==> config.mk <==
export PLATFORM = sky130hd
export DESIGN_NAME = redas_dataflow_controller
export DESIGN_NICKNAME = d
export VERILOG_FILES = /design/src/rtl/redas_ctrl_pkg.sv /design/src/rtl/redas_phase_counter.sv /design/src/rtl/redas_dataflow_controller.sv
export SDC_FILE = /design/constraint.sdc
export NUM_CORES = 1
export LEC_CHECK = 0
export BUFFER_PORTS_ARGS = -buffer_cell sky130_fd_sc_hd__buf_2
export CAP_MARGIN = 40
export CORE_AREA = 8 8 90 92
export DETAILED_ROUTE_END_ITERATION = 8
export DIE_AREA = 0 0 98 100
export HOLD_SLACK_MARGIN = 0.03
export PLACE_DENSITY_LB_ADDON = 0.2
export SLEW_MARGIN = 15
export SYNTH_ARGS = -nofsm -noshare
export SYNTH_HDL_FRONTEND = slang
export SYNTH_SLANG_ARGS = --single-unit
export TNS_END_PERCENT = 30
==> constraint.sdc <==
create_clock -name clk -period 1.9 [get_ports clk]
set_input_delay 0.285 -clock clk [delete_from_list [all_inputs] [get_ports clk]]
set_output_delay 0.285 -clock clk [all_outputs]
set_load 0.05 [all_outputs]
==> src/rtl/redas_ctrl_pkg.sv <==
// Shared types, broadcast mode constants and phase-length helpers for the
// ReDAS roundabout array dataflow controller.
package redas_ctrl_pkg;

  typedef enum logic [1:0] {
    RA_WEIGHT_STATIONARY = 2'd0,
    RA_OUTPUT_STATIONARY = 2'd1,
    RA_INPUT_STATIONARY  = 2'd2
  } redas_pe_roundabout_e;

  typedef enum logic [2:0] {
    ST_IDLE    = 3'd0,
    ST_CONFIG  = 3'd1,
    ST_PRELOAD = 3'd2,
    ST_COMPUTE = 3'd3,
    ST_DRAIN   = 3'd4,
    ST_DONE    = 3'd5
  } ctrl_state_e;

  localparam int unsigned DMM_W = 4;
  localparam int unsigned CPM_W = 5;

  localparam logic [DMM_W-1:0] DMM_PASS   = 4'b1111;
  localparam logic [CPM_W-1:0] CPM_BYPASS = 5'b11000;

  typedef struct packed {
    logic [DMM_W-1:0] dmm;
    logic [CPM_W-1:0] cpm;
  } mode_cfg_t;

  localparam mode_cfg_t MODE_IDLE = '{dmm: DMM_PASS, cpm: CPM_BYPASS};

  // Per-dataflow broadcast mode table; the illegal encoding maps to idle.
  function automatic mode_cfg_t mode_lookup(input redas_pe_roundabout_e df);
    mode_cfg_t m;
    case (df)
      RA_WEIGHT_STATIONARY: m = '{dmm: 4'b1111, cpm: 5'b00011};
      RA_OUTPUT_STATIONARY: m = '{dmm: 4'b0101, cpm: 5'b00101};
      RA_INPUT_STATIONARY:  m = '{dmm: 4'b1010, cpm: 5'b00111};
      default:              m = MODE_IDLE;
    endcase
    return m;
  endfunction

  function automatic logic [31:0] preload_len(input int unsigned dim);
    return 32'(dim);
  endfunction

  // Reduction length plus skew fill and flush across the array.
  function automatic logic [31:0] compute_len(input logic [31:0] k, input int unsigned dim);
    return k + 32'(2 * dim) - 32'd2;
  endfunction

  function automatic logic [31:0] drain_len(input int unsigned dim);
    return 32'(dim);
  endfunction

endpackage

==> src/rtl/redas_phase_counter.sv <==
// Loadable down-counter that times each controller phase; saturates at zero.
module redas_phase_counter #(
  parameter int unsigned CNT_W = 17
) (
  input  logic             clk,
  input  logic             rst_n,
  input  logic             load,
  input  logic             en,
  input  logic [CNT_W-1:0] load_val,
  output logic [CNT_W-1:0] count,
  output logic             zero_c
);

  logic [CNT_W-1:0] cnt_q;
  logic [CNT_W-1:0] cnt_d;

  always_comb begin
    cnt_d = cnt_q;
    if (load) begin
      cnt_d = load_val;
    end else if (en && (cnt_q != '0)) begin
      cnt_d = cnt_q - CNT_W'(1);
    end
  end

  always_ff @(posedge clk or negedge rst_n) begin
    if (!rst_n) begin
      cnt_q <= '0;
    end else begin
      cnt_q <= cnt_d;
    end
  end

  assign count  = cnt_q;
  assign zero_c = (cnt_q == '0);

endmodule

==> src/rtl/redas_dataflow_controller.sv <==
// Sequences one roundabout PE array tile operation and drives the array-wide
// broadcast controls plus edge-feeder pacing and underrun detection.
module redas_dataflow_controller
  import redas_ctrl_pkg::*;
#(
  parameter int unsigned ARRAY_DIM = 8,
  parameter int unsigned K_WIDTH   = 16
) (
  input  logic               clk,
  input  logic               rst_n,
  input  logic               cmd_valid,
  output logic               cmd_ready,
  input  logic [1:0]         cmd_dataflow,
  input  logic [K_WIDTH-1:0] cmd_k_len,
  input  logic               abort,
  input  logic               feed_valid,
  output logic [DMM_W-1:0]   data_movement_mode,
  output logic [CPM_W-1:0]   calculation_pattern_mode,
  output logic               enable_right_angle_movement,
  output logic               store_stationary,
  output logic               feed_req,
  output logic               drain_valid,
  output logic               busy,
  output logic               done,
  output logic               err_underrun,
  output logic               err_cmd
);

  localparam int unsigned CNT_W = K_WIDTH + 1;

  localparam logic [CNT_W-1:0] PRELOAD_LAST = CNT_W'(preload_len(ARRAY_DIM) - 32'd1);
  localparam logic [CNT_W-1:0] DRAIN_LAST   = CNT_W'(drain_len(ARRAY_DIM) - 32'd1);
  // While the count is at or above this, the next COMPUTE cycle still feeds.
  localparam logic [CNT_W-1:0] FEED_THR     = CNT_W'(2 * ARRAY_DIM - 1);

  ctrl_state_e          state_q, state_d;
  redas_pe_roundabout_e df_q, df_d;
  logic [K_WIDTH-1:0]   k_q, k_d;
  logic                 ill_q, ill_d;
  mode_cfg_t            mode_q, mode_d;
  logic                 cmd_ready_q, cmd_ready_d;
  logic                 busy_q, busy_d;
  logic                 done_q, done_d;
  logic                 feed_q, feed_d;
  logic                 store_q, store_d;
  logic                 drain_q, drain_d;
  logic                 err_und_q, err_und_d;
  logic                 err_cmd_q, err_cmd_d;

  logic                 cnt_load;
  logic [CNT_W-1:0]     cnt_load_val;
  logic [CNT_W-1:0]     cnt;
  logic                 cnt_zero_c;
  logic                 cmd_illegal_c;
  logic [CNT_W-1:0]     compute_last_c;

  assign cmd_illegal_c  = (cmd_dataflow == 2'd3) || (cmd_k_len == '0);
  assign compute_last_c = CNT_W'(compute_len(32'(k_q), ARRAY_DIM) - 32'd1);

  redas_phase_counter #(.CNT_W(CNT_W)) u_phase_counter (
    .clk      (clk),
    .rst_n    (rst_n),
    .load     (cnt_load),
    .en       (1'b1),
    .load_val (cnt_load_val),
    .count    (cnt),
    .zero_c   (cnt_zero_c)
  );

  // Next state, command capture and next values of every registered output.
  always_comb begin
    state_d      = state_q;
    df_d         = df_q;
    k_d          = k_q;
    ill_d        = ill_q;
    mode_d       = mode_q;
    err_cmd_d    = err_cmd_q;
    err_und_d    = err_und_q | (feed_q & ~feed_valid);
    cnt_load_val = '0;

    case (state_q)
      ST_IDLE: begin
        if (cmd_valid && cmd_ready_q) begin
          state_d   = ST_CONFIG;
          df_d      = redas_pe_roundabout_e'(cmd_dataflow);
          k_d       = cmd_k_len;
          ill_d     = cmd_illegal_c;
          err_cmd_d = cmd_illegal_c;
          err_und_d = 1'b0;
          mode_d    = cmd_illegal_c ? MODE_IDLE
                                    : mode_lookup(redas_pe_roundabout_e'(cmd_dataflow));
        end
      end
      ST_CONFIG: begin
        if (ill_q) begin
          state_d = ST_DONE;
        end else if (df_q == RA_OUTPUT_STATIONARY) begin
          state_d      = ST_COMPUTE;
          cnt_load_val = compute_last_c;
        end else begin
          state_d      = ST_PRELOAD;
          cnt_load_val = PRELOAD_LAST;
        end
      end
      ST_PRELOAD: begin
        if (cnt_zero_c) begin
          state_d      = ST_COMPUTE;
          cnt_load_val = compute_last_c;
        end
      end
      ST_COMPUTE: begin
        if (cnt_zero_c) begin
          if (df_q == RA_OUTPUT_STATIONARY) begin
            state_d      = ST_DRAIN;
            cnt_load_val = DRAIN_LAST;
          end else begin
            state_d = ST_DONE;
          end
        end
      end
      ST_DRAIN: begin
        if (cnt_zero_c) begin
          state_d = ST_DONE;
        end
      end
      ST_DONE:  state_d = ST_IDLE;
      default:  state_d = ST_IDLE;
    endcase

    if (abort && (state_q != ST_IDLE)) begin
      state_d = ST_IDLE;
    end

    cnt_load = (state_d != state_q);
    if (state_d == ST_IDLE) begin
      mode_d = MODE_IDLE;
    end

    cmd_ready_d = (state_d == ST_IDLE);
    busy_d      = (state_d != ST_IDLE);
    done_d      = (state_d == ST_DONE);
    drain_d     = (state_d == ST_DRAIN);
    store_d     = (state_d == ST_PRELOAD) ||
                  ((state_d == ST_COMPUTE) && (df_d == RA_OUTPUT_STATIONARY));
    // Entering COMPUTE always feeds (k >= 1); afterwards feed while inside the first k cycles.
    feed_d      = (state_d == ST_PRELOAD) ||
                  ((state_d == ST_COMPUTE) && ((state_q != ST_COMPUTE) || (cnt >= FEED_THR)));
  end

  always_ff @(posedge clk or negedge rst_n) begin
    if (!rst_n) begin
      state_q     <= ST_IDLE;
      df_q        <= RA_WEIGHT_STATIONARY;
      k_q         <= '0;
      ill_q       <= 1'b0;
      mode_q      <= MODE_IDLE;
      cmd_ready_q <= 1'b0;
      busy_q      <= 1'b0;
      done_q      <= 1'b0;
      feed_q      <= 1'b0;
      store_q     <= 1'b0;
      drain_q     <= 1'b0;
      err_und_q   <= 1'b0;
      err_cmd_q   <= 1'b0;
    end else begin
      state_q     <= state_d;
      df_q        <= df_d;
      k_q         <= k_d;
      ill_q       <= ill_d;
      mode_q      <= mode_d;
      cmd_ready_q <= cmd_ready_d;
      busy_q      <= busy_d;
      done_q      <= done_d;
      feed_q      <= feed_d;
      store_q     <= store_d;
      drain_q     <= drain_d;
      err_und_q   <= err_und_d;
      err_cmd_q   <= err_cmd_d;
    end
  end

  assign cmd_ready                   = cmd_ready_q;
  assign data_movement_mode          = mode_q.dmm;
  assign calculation_pattern_mode    = mode_q.cpm;
  assign enable_right_angle_movement = drain_q;
  assign drain_valid                 = drain_q;
  assign store_stationary            = store_q;
  assign feed_req                    = feed_q;
  assign busy                        = busy_q;
  assign done                        = done_q;
  assign err_underrun                = err_und_q;
  assign err_cmd                     = err_cmd_q;

endmodule

==> summary.md, run 1 <==
| Metric | Value |
|---|---|
| Crit share post-route | `1.03` |
| GRT Max-Usage Layer | `met2` |
| Root Driver | `clkbuf_8` |
| Dpl hpwl | `5.03 mm` |
| Clk_lat worst skew | `300 ps` |
| Final Hold Slack | `224 ps` |
| TritonCTS clock tree | `yes` |
| Synth Flop Type | `dfrtp_1` |
| Pins Over Slew Limit | `0` |
| CTS Buf Count | `5` |
| Fillers | `586` |
| Drt drc | `0` |
| Worst Setup End Kind | `flip-flop` |
| Multi-input gate area | `0.00158 mm²` |
| Critical path fanouts, max | `7` |
| Area after DPL | `0.00341 mm²` |
| Avg Cell Area, Syn | `10.3 µm²` |
| Htree depth | `2` |
| Largest net degree at the start of global routing | `22` |
| RSZ-0062 raised after global routing | `yes` |
| Async set or reset register ratio after synthesis | `1.00` |
| Reg2Reg Capture Point | `store_stationary$_DFF_PN0_` |
| Critical path class | `reg2reg` |
| Cell count after synthesis | `285` |
| Worst Hold Class | `in2reg` |
| Sequential share of power | `0.310` |
| WP data arrival | `2180 ps` |
| Overall routing resource usage | `0.139` |
| Row Count | `30` |
| GR met2 Demand/Resource | `0.224` |
| Share of total power in the clock network | `0.120` |
| Final core utilization | `0.549` |
| Share of cells above drive strength 1 | `0.359` |
| Syn Nets | `317` |
| Max_slew headroom | `0.692` |
| Final setup skew | `11.0 ps` |
| Syn. warnings | `0` |
| Core area | `0.00664 mm²` |
| Worst Setup Start Kind | `flip-flop` |
| Drt wl/cell | `14.7 µm` |
| Worst-path clk slew | `100 ps` |
| Chip Height | `100 µm` |
| Slew @ Worst Pin | `462 ps` |
| Met3 Use GR | `0.0332` |
| Placer Congestion | `0.879` |
| Port Buffers | `40` |
| Global-route wire length before repair | `11.2 mm` |
| Initial Util | `0.443` |
| Critical Path RT | `2130 ps` |
| Global routing usage on met1 | `0.180` |
| Die width | `98 µm` |
| Final hold vios | `0` |
| P_sw | `2680 µW` |
| TNS Setup | `-149 ps` |
| Final worst setup slack | `-49.6 ps` |
| Post-Syn Area | `0.00294 mm²` |
| Syn-to-layout area delta | `24.0%` |
| Min Tclk post-route | `1950 ps` |
| I/O pins | `41` |
| Initial DRC count | `117` |
| FF-to-FF path depth | `8` |
| Max Cap Viol | `0` |
| DR vias | `2306` |
| Critical Path End | `store_stationary$_DFF_PN0_` |
| Total gr overflow | `0` |
| Sw frac | `0.429` |
| FMAX | `513 MHz` |
| Post-route ant nets | `0` |
| Static leakage power | `0.00164 µW` |
| Logic pwr share | `0.570` |
| CTS Buffer Depth | `2` |
| Mean number of vias per cell | `5.25` |
| R2R Setup Slk | `-50 ps` |
| Cell internal pwr | `3570 µW` |
| Violated checks | `setup timing` |
| Drt total wl | `6.47 mm` |
| Status | `finished with violations` |
| Sink Count | `52` |
| Post-synthesis sequential element count | `52` |
| Crit path from | `u_phase_counter.count[1]$_DFFE_PN0P_` |
| Initial antenna violation count | `0` |
| Design area | `0.00365 mm²` |
| DRT Pass-1 Iters | `4` |
| FF-to-FF Start | `u_phase_counter.count[1]$_DFFE_PN0P_` |
| Final setup fails | `5` |
| Die area | `0.00980 mm²` |
| Final #Nets | `390` |
| Library cells used by synthesis | `54` |
| Antenna cells | `0` |
| Peak supply drop | `0.892 mV` |
| EDFF count, synth | `0` |
| Cell area power density | `1710 mW/mm²` |
| Number of global-route vias before repair | `2326` |
| Post-synthesis sequential area ratio | `0.443` |
| Storage element area | `0.00131 mm²` |
## synth_stat cells (all sizes together), types with 2 or more instances
cell type / instances / area, µm²
a2bb2oi: 2 / 17.5
or3: 3 / 23.8
xnor2: 18 / 158
o22ai: 14 / 87.6
a21oi: 10 / 53.8
inv: 9 / 33.8
nor2: 30 / 115
a21o: 2 / 15.0
buf: 8 / 61.3
ha: 9 / 113
dfstp: 3 / 78.8
mux2: 18 / 203
o21ai: 7 / 35.0
and4: 2 / 17.5
clkbuf: 7 / 27.5
xor2: 12 / 105
nor3: 5 / 30.0
nand2: 21 / 78.8
nand2b: 8 / 50.1
and3: 3 / 18.8
o211ai: 3 / 22.5
a211oi: 3 / 27.5
nand4: 4 / 40.0
nor4: 12 / 126
nand3: 6 / 30.0
nor2b: 2 / 12.5
dfrtp: 49 / 1230
## flip-flops by register name, indices dropped and copies added (netlist names)
name                      count
state_q                       3
err_underrun                  1
data_movement_mode            2
store_stationary              1
busy                          1
u_phase_counter.count        17
err_cmd                       1
done                          1
drain_valid                   1
calculation_pattern_mode      4
df_q                          2
feed_req                      1
cmd_ready                     1
k_q                          16
## layer usage
layer	vias up	wire length, µm
met5	-	0
met4	0	62
met3	6	275
met2	52	3050
met1	1096	3090
li1	1152	-
## layout by cell type, fill, tap and decap left out, drive strengths merged, types with 2 or more instances in the layout
cell type and n:
and3 3, a2bb2oi 2, dfstp 3, o211ai 3
and4 2, or3 3, nand2 21, nor3 5
nor4 12, nand2b 8, clkbuf 5, a211oi 3
xor2 12, ha 9, inv 9, nor2 30
xnor2 18, a21o 2, o22ai 14, nand3 6
nor2b 2, o21ai 7, dfrtp 49, nand4 4
mux2 18, a21oi 10, buf 80
## cell type report
cell class,instances,area share
multi-input combinational,209,0.433
sequential,52,0.358
timing repair buffer,81,0.142
tap,80,0.0274
clock buffer,5,0.0189
clock inverter,3,0.0117
inverter,9,0.00926
## metrics by stage
step / power, µW / instances / worst slack, ps
after floorplan: 4330 / 285 / -1.20
after detailed placement: 5270 / 423 / 5.37
after CTS: 6070 / 432 / -9.59
final: 6250 / 439 / -49.6
after global placement: 5240 / 423 / 35.9
after global routing: 6740 / 439 / -153
## kinds of logic after synthesis
group           share of synthesized area
simple gates                        0.202
flops                               0.443
compound gates                      0.110
xor+xnor                           0.0893
buf+inv                            0.0417
mux                                0.0723
fa+ha+maj                          0.0417
## critical path, stage by stage (launching register included)
cell,delay (ps)
dfrtp_1,400
inv_2,80
ha_4,120
nor4b_4,260
nand4_4,230
o21ai_2,170
nor2_1,60
or3_4,390
a21oi_1,160
## power groups by stage
stage / Clock, µW / Sequential (µW) / Combinational [µW]
after floorplan: 0 / 2270 / 2060
after global placement: 0 / 1940 / 3290
after detailed placement: 0 / 1960 / 3310
after CTS: 776 / 1940 / 3360
after global routing: 817 / 2000 / 3920
final: 748 / 1940 / 3560
## repair_timing
item	4_1_cts	5_1_grt
pin swaps	4	9
buffers inserted	0	7
endpoints found under the setup margin	3	22
gates resized for setup	2	13
hold buffers	1	0
endpoints found under the hold margin	19	0
## how the worst min path moves through the flow
stage	start	end	slack, ps	depth (start not counted)
floorplan	rst_n	busy$_DFF_PN0_	-10	0
global placement	rst_n	k_q[11]$_DFFE_PN0P_	250	1
detailed placement	rst_n	k_q[12]$_DFFE_PN0P_	260	1
CTS	cmd_k_len[1]	k_q[1]$_DFFE_PN0P_	210	2
global route	cmd_k_len[1]	k_q[1]$_DFFE_PN0P_	210	2
finish	cmd_k_len[1]	k_q[1]$_DFFE_PN0P_	220	2
No activity file was read; power rests on OpenSTA's default activity.
==> run 2, diff against run 1 <==
Settings changed: CAP_MARGIN 40 to not set, TNS_END_PERCENT 30 to not set.
==> run 2 against run 1 <==
The run still ends with setup timing left. Non-clock buffer count is 3 lower. Sequential cell count stayed put. Sequential power hardly changed. Register-to-register slack better by 30 ps. Routed wire length is 0.20% higher. First-iteration DRC count is 26% lower. Core utilization is 0.57 points lower. Setup slack better by 28 ps. Power is 2.6% lower.
==> summary.md, run 2 (same netlist as run 1, synthesis figures left out) <==
| Metric | Value |
|---|---|
| Status | `finished with violations (unchanged)` |
| Violated checks | `setup timing (unchanged)` |
| Share of cells above drive strength 1 | `0.357 (was 0.359)` |
| Pins Over Slew Limit | `0 (unchanged)` |
| Number of global-route vias before repair | `2360 (was 2326)` |
| Chip Height | `100 µm (unchanged)` |
| Area after DPL | `0.00343 mm² (was 0.00341 mm²)` |
| Worst Hold Class | `in2reg (unchanged)` |
| Final worst setup slack | `-21.5 ps (was -49.6 ps)` |
| Initial antenna violation count | `0 (unchanged)` |
| Antenna cells | `0 (unchanged)` |
| Dpl hpwl | `4.90 mm (was 5.03 mm)` |
| Final core utilization | `0.544 (was 0.549)` |
| DRT Pass-1 Iters | `4 (unchanged)` |
| DR vias | `2295 (was 2306)` |
| Cell area power density | `1690 mW/mm² (was 1710 mW/mm²)` |
| Core area | `0.00664 mm² (unchanged)` |
| Largest net degree at the start of global routing | `53 (was 22)` |
| Final #Nets | `387 (was 390)` |
| Total power | `6090 µW (was 6250 µW)` |
| Worst Setup End Kind | `flip-flop (unchanged)` |
| Sink Count | `52 (unchanged)` |
| Htree depth | `2 (unchanged)` |
| Placer Congestion | `0.806 (was 0.879)` |
| Global-route wire length before repair | `11.0 mm (was 11.2 mm)` |
| Worst-path clk slew | `90 ps (was 100 ps)` |
| Min Tclk post-route | `1920 ps (was 1950 ps)` |
| Initial Util | `0.443 (unchanged)` |
| FF-to-FF path depth | `8 (unchanged)` |
| Die width | `98 µm (unchanged)` |
| CTS Buf Count | `5 (unchanged)` |
| Port Buffers | `40 (unchanged)` |
| Post-route ant nets | `0 (unchanged)` |
| Critical Path RT | `2090 ps (was 2130 ps)` |
| I/O pins | `41 (unchanged)` |
| Total gr overflow | `0 (unchanged)` |
| Max reg flops | `17 (unchanged)` |
| Design area | `0.00361 mm² (was 0.00365 mm²)` |
| Root Driver | `clkbuf_8 (unchanged)` |
| Drt wl/cell | `14.9 µm (was 14.7 µm)` |
| Crit share post-route | `1.01 (was 1.03)` |
| Mean number of vias per cell | `5.26 (was 5.25)` |
| Static leakage power | `0.00162 µW (was 0.00164 µW)` |
| Final setup skew | `5.87 ps (was 11.0 ps)` |
| Initial DRC count | `86 (was 117)` |
| RSZ-0062 raised after global routing | `yes (unchanged)` |
| Commonest non-fill, non-tap cells in the layout | `49 x dfrtp_1, 40 x buf_2, 35 x buf_4 (was 49 x dfrtp_1, 40 x buf_2, 38 x buf_4)` |
| Final setup fails | `3 (was 5)` |
| CTS Buffer Depth | `2 (unchanged)` |
| Hold depth | `2 (unchanged)` |
| Max_slew headroom | `0.700 (was 0.692)` |
| Slew @ Worst Pin | `449 ps (was 462 ps)` |
| Final hold vios | `0 (unchanged)` |
| FMAX | `520 MHz (was 513 MHz)` |
| Die area | `0.00980 mm² (unchanged)` |
| WP data arrival | `2120 ps (was 2180 ps)` |
| Peak supply drop | `0.815 mV (was 0.892 mV)` |
| Clk_lat worst skew | `300 ps (about the same)` |
| Drt drc | `0 (unchanged)` |
| Worst slack, placed | `-49.5 ps (was 5.37 ps)` |
| Worst Setup Start Kind | `flip-flop (unchanged)` |
| Critical path class | `reg2reg (unchanged)` |
| Most common cell after layout, fill and taps aside | `dfrtp_1 (unchanged)` |
| Critical path fanouts, max | `7 (unchanged)` |
| Row Count | `30 (unchanged)` |
| Drt total wl | `6.48 mm (was 6.47 mm)` |
| Overall routing resource usage | `0.134 (was 0.139)` |
| TritonCTS clock tree | `yes (unchanged)` |
| Final Hold Slack | `225 ps (was 224 ps)` |
| Syn-to-layout area delta | `22.7% (was 24.0%)` |
| Max Cap Viol | `0 (unchanged)` |
==> run 2: final cells by class <==
| cell class | instances | area [µm²] |
|---|---|---|
| clock buffers | 8 | 90.1 |
| fillers | 571 | 3030 |
| inverters | 9 | 33.8 |
| multi-input cells | 209 | 1580 |
| flip-flops and latches | 52 | 1310 |
| well taps | 80 | 100 |
| repair buffers | 78 | 504 |
==> run 2: per-stage QoR <==
stage / setup TNS, ps / cells
floorplan: 0 / 285
global placement: -1.15 / 424
finish: -51.3 / 436
CTS: -13.3 / 434
global route: -631 / 436
detailed placement: -137 / 424
==> run 2: per-layer routing <==
metal  track usage  vias to the layer above  routed length (µm)
met5             0                        -                   0
met3        0.0291                        9                 254
met1         0.170                     1090                3210
met2         0.220                       49                2920
met4        0.0480                        0                  93
li1              -                     1147                   -
==> run 2: worst max-delay path, stage by stage, from the launching register on <==
cell,delay [ps]
dfrtp_1,400
inv_2,80
ha_4,120
nor4b_4,290
nand4_4,210
o21ai_2,170
nor2_1,50
or3_4,360
nor2b_4,140
==> run 2: final timing paths <==
kind / startpoint / endpoint / slack, ps
max: u_phase_counter.count[0]$_DFFE_PN0P_ / done$_DFF_PN0_ / -20
min: cmd_k_len[1] / k_q[1]$_DFFE_PN0P_ / 220
max reg2reg: u_phase_counter.count[0]$_DFFE_PN0P_ / done$_DFF_PN0_ / -20
min reg2reg: calculation_pattern_mode[0]$_DFFE_PN0P_ / calculation_pattern_mode[0]$_DFFE_PN0P_ / 490
max in group asynchronous: rst_n / data_movement_mode[1]$_DFFE_PN1P_ / 1110
min in group asynchronous: rst_n / k_q[12]$_DFFE_PN0P_ / 500
==> run 2: timing repair <==
action,4_1_cts,5_1_grt
gates resized for setup,3,11
gates cloned,0,0
hold buffers,1,0
hold endpoints to repair,49,0
pin swaps,6,3
buffers inserted,1,2
endpoints found under the setup margin,5,18
==> run 2: power by group <==
group | internal (µW) | total (µW) | switching, µW
Combinational | 1570 | 3520 | 1950
Sequential | 1550 | 1930 | 376
Clock | 298 | 640 | 342
==> run 3, diff against run 2 <==
Settings changed: SKIP_CTS_REPAIR_TIMING set to 1, TNS_END_PERCENT set to 20.
==> run 3 against run 2 <==
The run still ends with setup timing left. Sequential power is essentially flat. Cell count grew 0.23%. Combinational power is essentially flat. Sequential cell count is the same. Clock skew grew 4.9 ps. Via count shrank 0.61%. Sequential share of layout area shrank 0.31 points. Count of clock-buffer cells in the layout shrank 3. Global-route usage grew 0.39 points. Non-clock buffer count grew 1. Setup slack lost 8.8 ps. Critical path type unchanged. Critical endpoint is now store_stationary$_DFF_PN0_. Largest cell class unchanged. Highest routed layer unchanged.
==> summary.md, run 3 (same netlist as run 1, synthesis figures left out) <==
| Metric | Value |
|---|---|
| Initial Util | `0.443 (unchanged)` |
| DR vias | `2281 (was 2295)` |
| Critical Path RT | `2130 ps (was 2090 ps)` |
| Largest net degree at the start of global routing | `22 (was 53)` |
| Final core utilization | `0.548 (was 0.544)` |
| Post-route ant nets | `0 (unchanged)` |
| Critical path class | `reg2reg (unchanged)` |
| Min Tclk post-route | `1930 ps (was 1920 ps)` |
| Max reg flops | `17 (unchanged)` |
| Dpl hpwl | `5.03 mm (was 4.90 mm)` |
| CTS Buf Count | `5 (unchanged)` |
| Initial antenna violation count | `0 (unchanged)` |
| TritonCTS clock tree | `yes (unchanged)` |
| Share of cells above drive strength 1 | `0.353 (was 0.357)` |
| Placer Congestion | `0.879 (was 0.806)` |
| Root Driver | `clkbuf_8 (unchanged)` |
| Max_slew headroom | `0.692 (was 0.700)` |
| Die area | `0.00980 mm² (unchanged)` |
| Global-route wire length before repair | `11.1 mm (was 11.0 mm)` |
| Peak supply drop | `0.899 mV (was 0.815 mV)` |
| Die width | `98 µm (unchanged)` |
| Sink Count | `52 (unchanged)` |
| Antenna cells | `0 (unchanged)` |
| Violated checks | `setup timing (unchanged)` |
| TNS Setup | `-59.4 ps (was -51.3 ps)` |
| Final hold vios | `0 (unchanged)` |
| Core area | `0.00664 mm² (unchanged)` |
| Final #Nets | `388 (was 387)` |
| Status | `finished with violations (unchanged)` |
| Worst Hold Class | `in2reg (unchanged)` |
| RSZ-0062 raised after global routing | `yes (unchanged)` |
| Drt drc | `0 (unchanged)` |
| Final setup skew | `10.8 ps (was 5.87 ps)` |
| Total power | `6240 µW (was 6090 µW)` |
| Worst Setup Start Kind | `flip-flop (unchanged)` |
| Initial DRC count | `130 (was 86)` |
| Max Cap Viol | `0 (unchanged)` |
| Chip Height | `100 µm (unchanged)` |
| DRT Pass-1 Iters | `4 (unchanged)` |
| Worst-path clk slew | `100 ps (was 90 ps)` |
| Commonest non-fill, non-tap cells in the layout | `49 x dfrtp_1, 40 x buf_2, 36 x buf_4 (was 49 x dfrtp_1, 40 x buf_2, 35 x buf_4)` |
| Total gr overflow | `0 (unchanged)` |
| Fillers | `589 (was 571)` |
| Clk_lat worst skew | `300 ps (about the same)` |
| Crit share post-route | `1.02 (was 1.01)` |
| Mean number of vias per cell | `5.22 (was 5.26)` |
| I/O pins | `41 (unchanged)` |
| Row Count | `30 (unchanged)` |
| Final setup fails | `4 (was 3)` |
| Syn-to-layout area delta | `23.8% (was 22.7%)` |
| Cell area power density | `1710 mW/mm² (was 1690 mW/mm²)` |
| Number of global-route vias before repair | `2305 (was 2360)` |
| Most common cell after layout, fill and taps aside | `dfrtp_1 (unchanged)` |
| Drt wl/cell | `14.9 µm (about the same)` |
| Final worst setup slack | `-30.3 ps (was -21.5 ps)` |
| FMAX | `518 MHz (was 520 MHz)` |
| Htree depth | `2 (unchanged)` |
| CTS Buffer Depth | `2 (unchanged)` |
| Worst Setup End Kind | `flip-flop (unchanged)` |
| Static leakage power | `0.00163 µW (was 0.00162 µW)` |
| Overall routing resource usage | `0.138 (was 0.134)` |
| Drt total wl | `6.51 mm (was 6.48 mm)` |
| Slew @ Worst Pin | `462 ps (was 449 ps)` |
| Critical path fanouts, max | `7 (unchanged)` |
| Pins Over Slew Limit | `0 (unchanged)` |
| Port Buffers | `40 (unchanged)` |
| WP data arrival | `2160 ps (was 2120 ps)` |
run 3: path summary, 6_finish.rpt:
kind / startpoint / endpoint / slack, ps / depth (start not counted)
worst max-delay path: u_phase_counter.count[1]$_DFFE_PN0P_ / store_stationary$_DFF_PN0_ / -30 / 8
worst min-delay path: cmd_k_len[1] / k_q[1]$_DFFE_PN0P_ / 220 / 2
worst max register to register: u_phase_counter.count[1]$_DFFE_PN0P_ / store_stationary$_DFF_PN0_ / -30 / 8
worst min register to register: calculation_pattern_mode[1]$_DFFE_PN0P_ / calculation_pattern_mode[1]$_DFFE_PN0P_ / 480 / 2
max in group asynchronous: rst_n / calculation_pattern_mode[3]$_DFFE_PN1P_ / 790 / 3
min in group asynchronous: rst_n / k_q[12]$_DFFE_PN0P_ / 460 / 2
run 3: power by group:
part / internal, µW / switching [µW] / leakage, µW
combinational: 1600 / 1950 / 0.000927
sequential: 1550 / 386 / 0.000653
clock: 390 / 361 / 0.0000541
run 3: layout make-up:
| class | instances | area, µm² | share of cell area |
|---|---|---|---|
| Inverter | 9 | 33.8 | 0.00928 |
| Clock inverter | 3 | 42.5 | 0.0117 |
| Sequential cell | 52 | 1310 | 0.358 |
| Clock buffer | 5 | 68.8 | 0.0189 |
| Timing Repair Buffer | 79 | 503 | 0.138 |
| Multi-Input combinational cell | 209 | 1590 | 0.436 |
| Tap cell | 80 | 100 | 0.0275 |
run 3: critical path: stages (launching register included):
cell and delay [ps]:
dfrtp_1 400, inv_2 80, ha_4 120, nor4b_4 250
nand4_4 230, o21ai_2 170, nor2_1 50, or3_4 390
a21oi_1 160
run 3: metrics by stage:
step | worst slack, ps | cells | hold slack (ps) | cell area (µm²)
finish | -30.3 | 437 | 224 | 3640
global route | -130 | 437 | 210 | 3640
CTS | -40.4 | 431 | -75.1 | 3520
detailed placement | 5.37 | 423 | 260 | 3410
global placement | 35.9 | 423 | 252 | 3410
floorplan | -1.20 | 285 | -10.6 | 2950
run 3: metal layers:
layer  vias to the layer above  global-route usage  wire (µm)
li1                       1147                   -          -
met5                         -                   0          0
met1                      1086               0.179       3100
met4                         0              0.0432         77
met2                        39               0.221       3070
met3                         9              0.0339        267
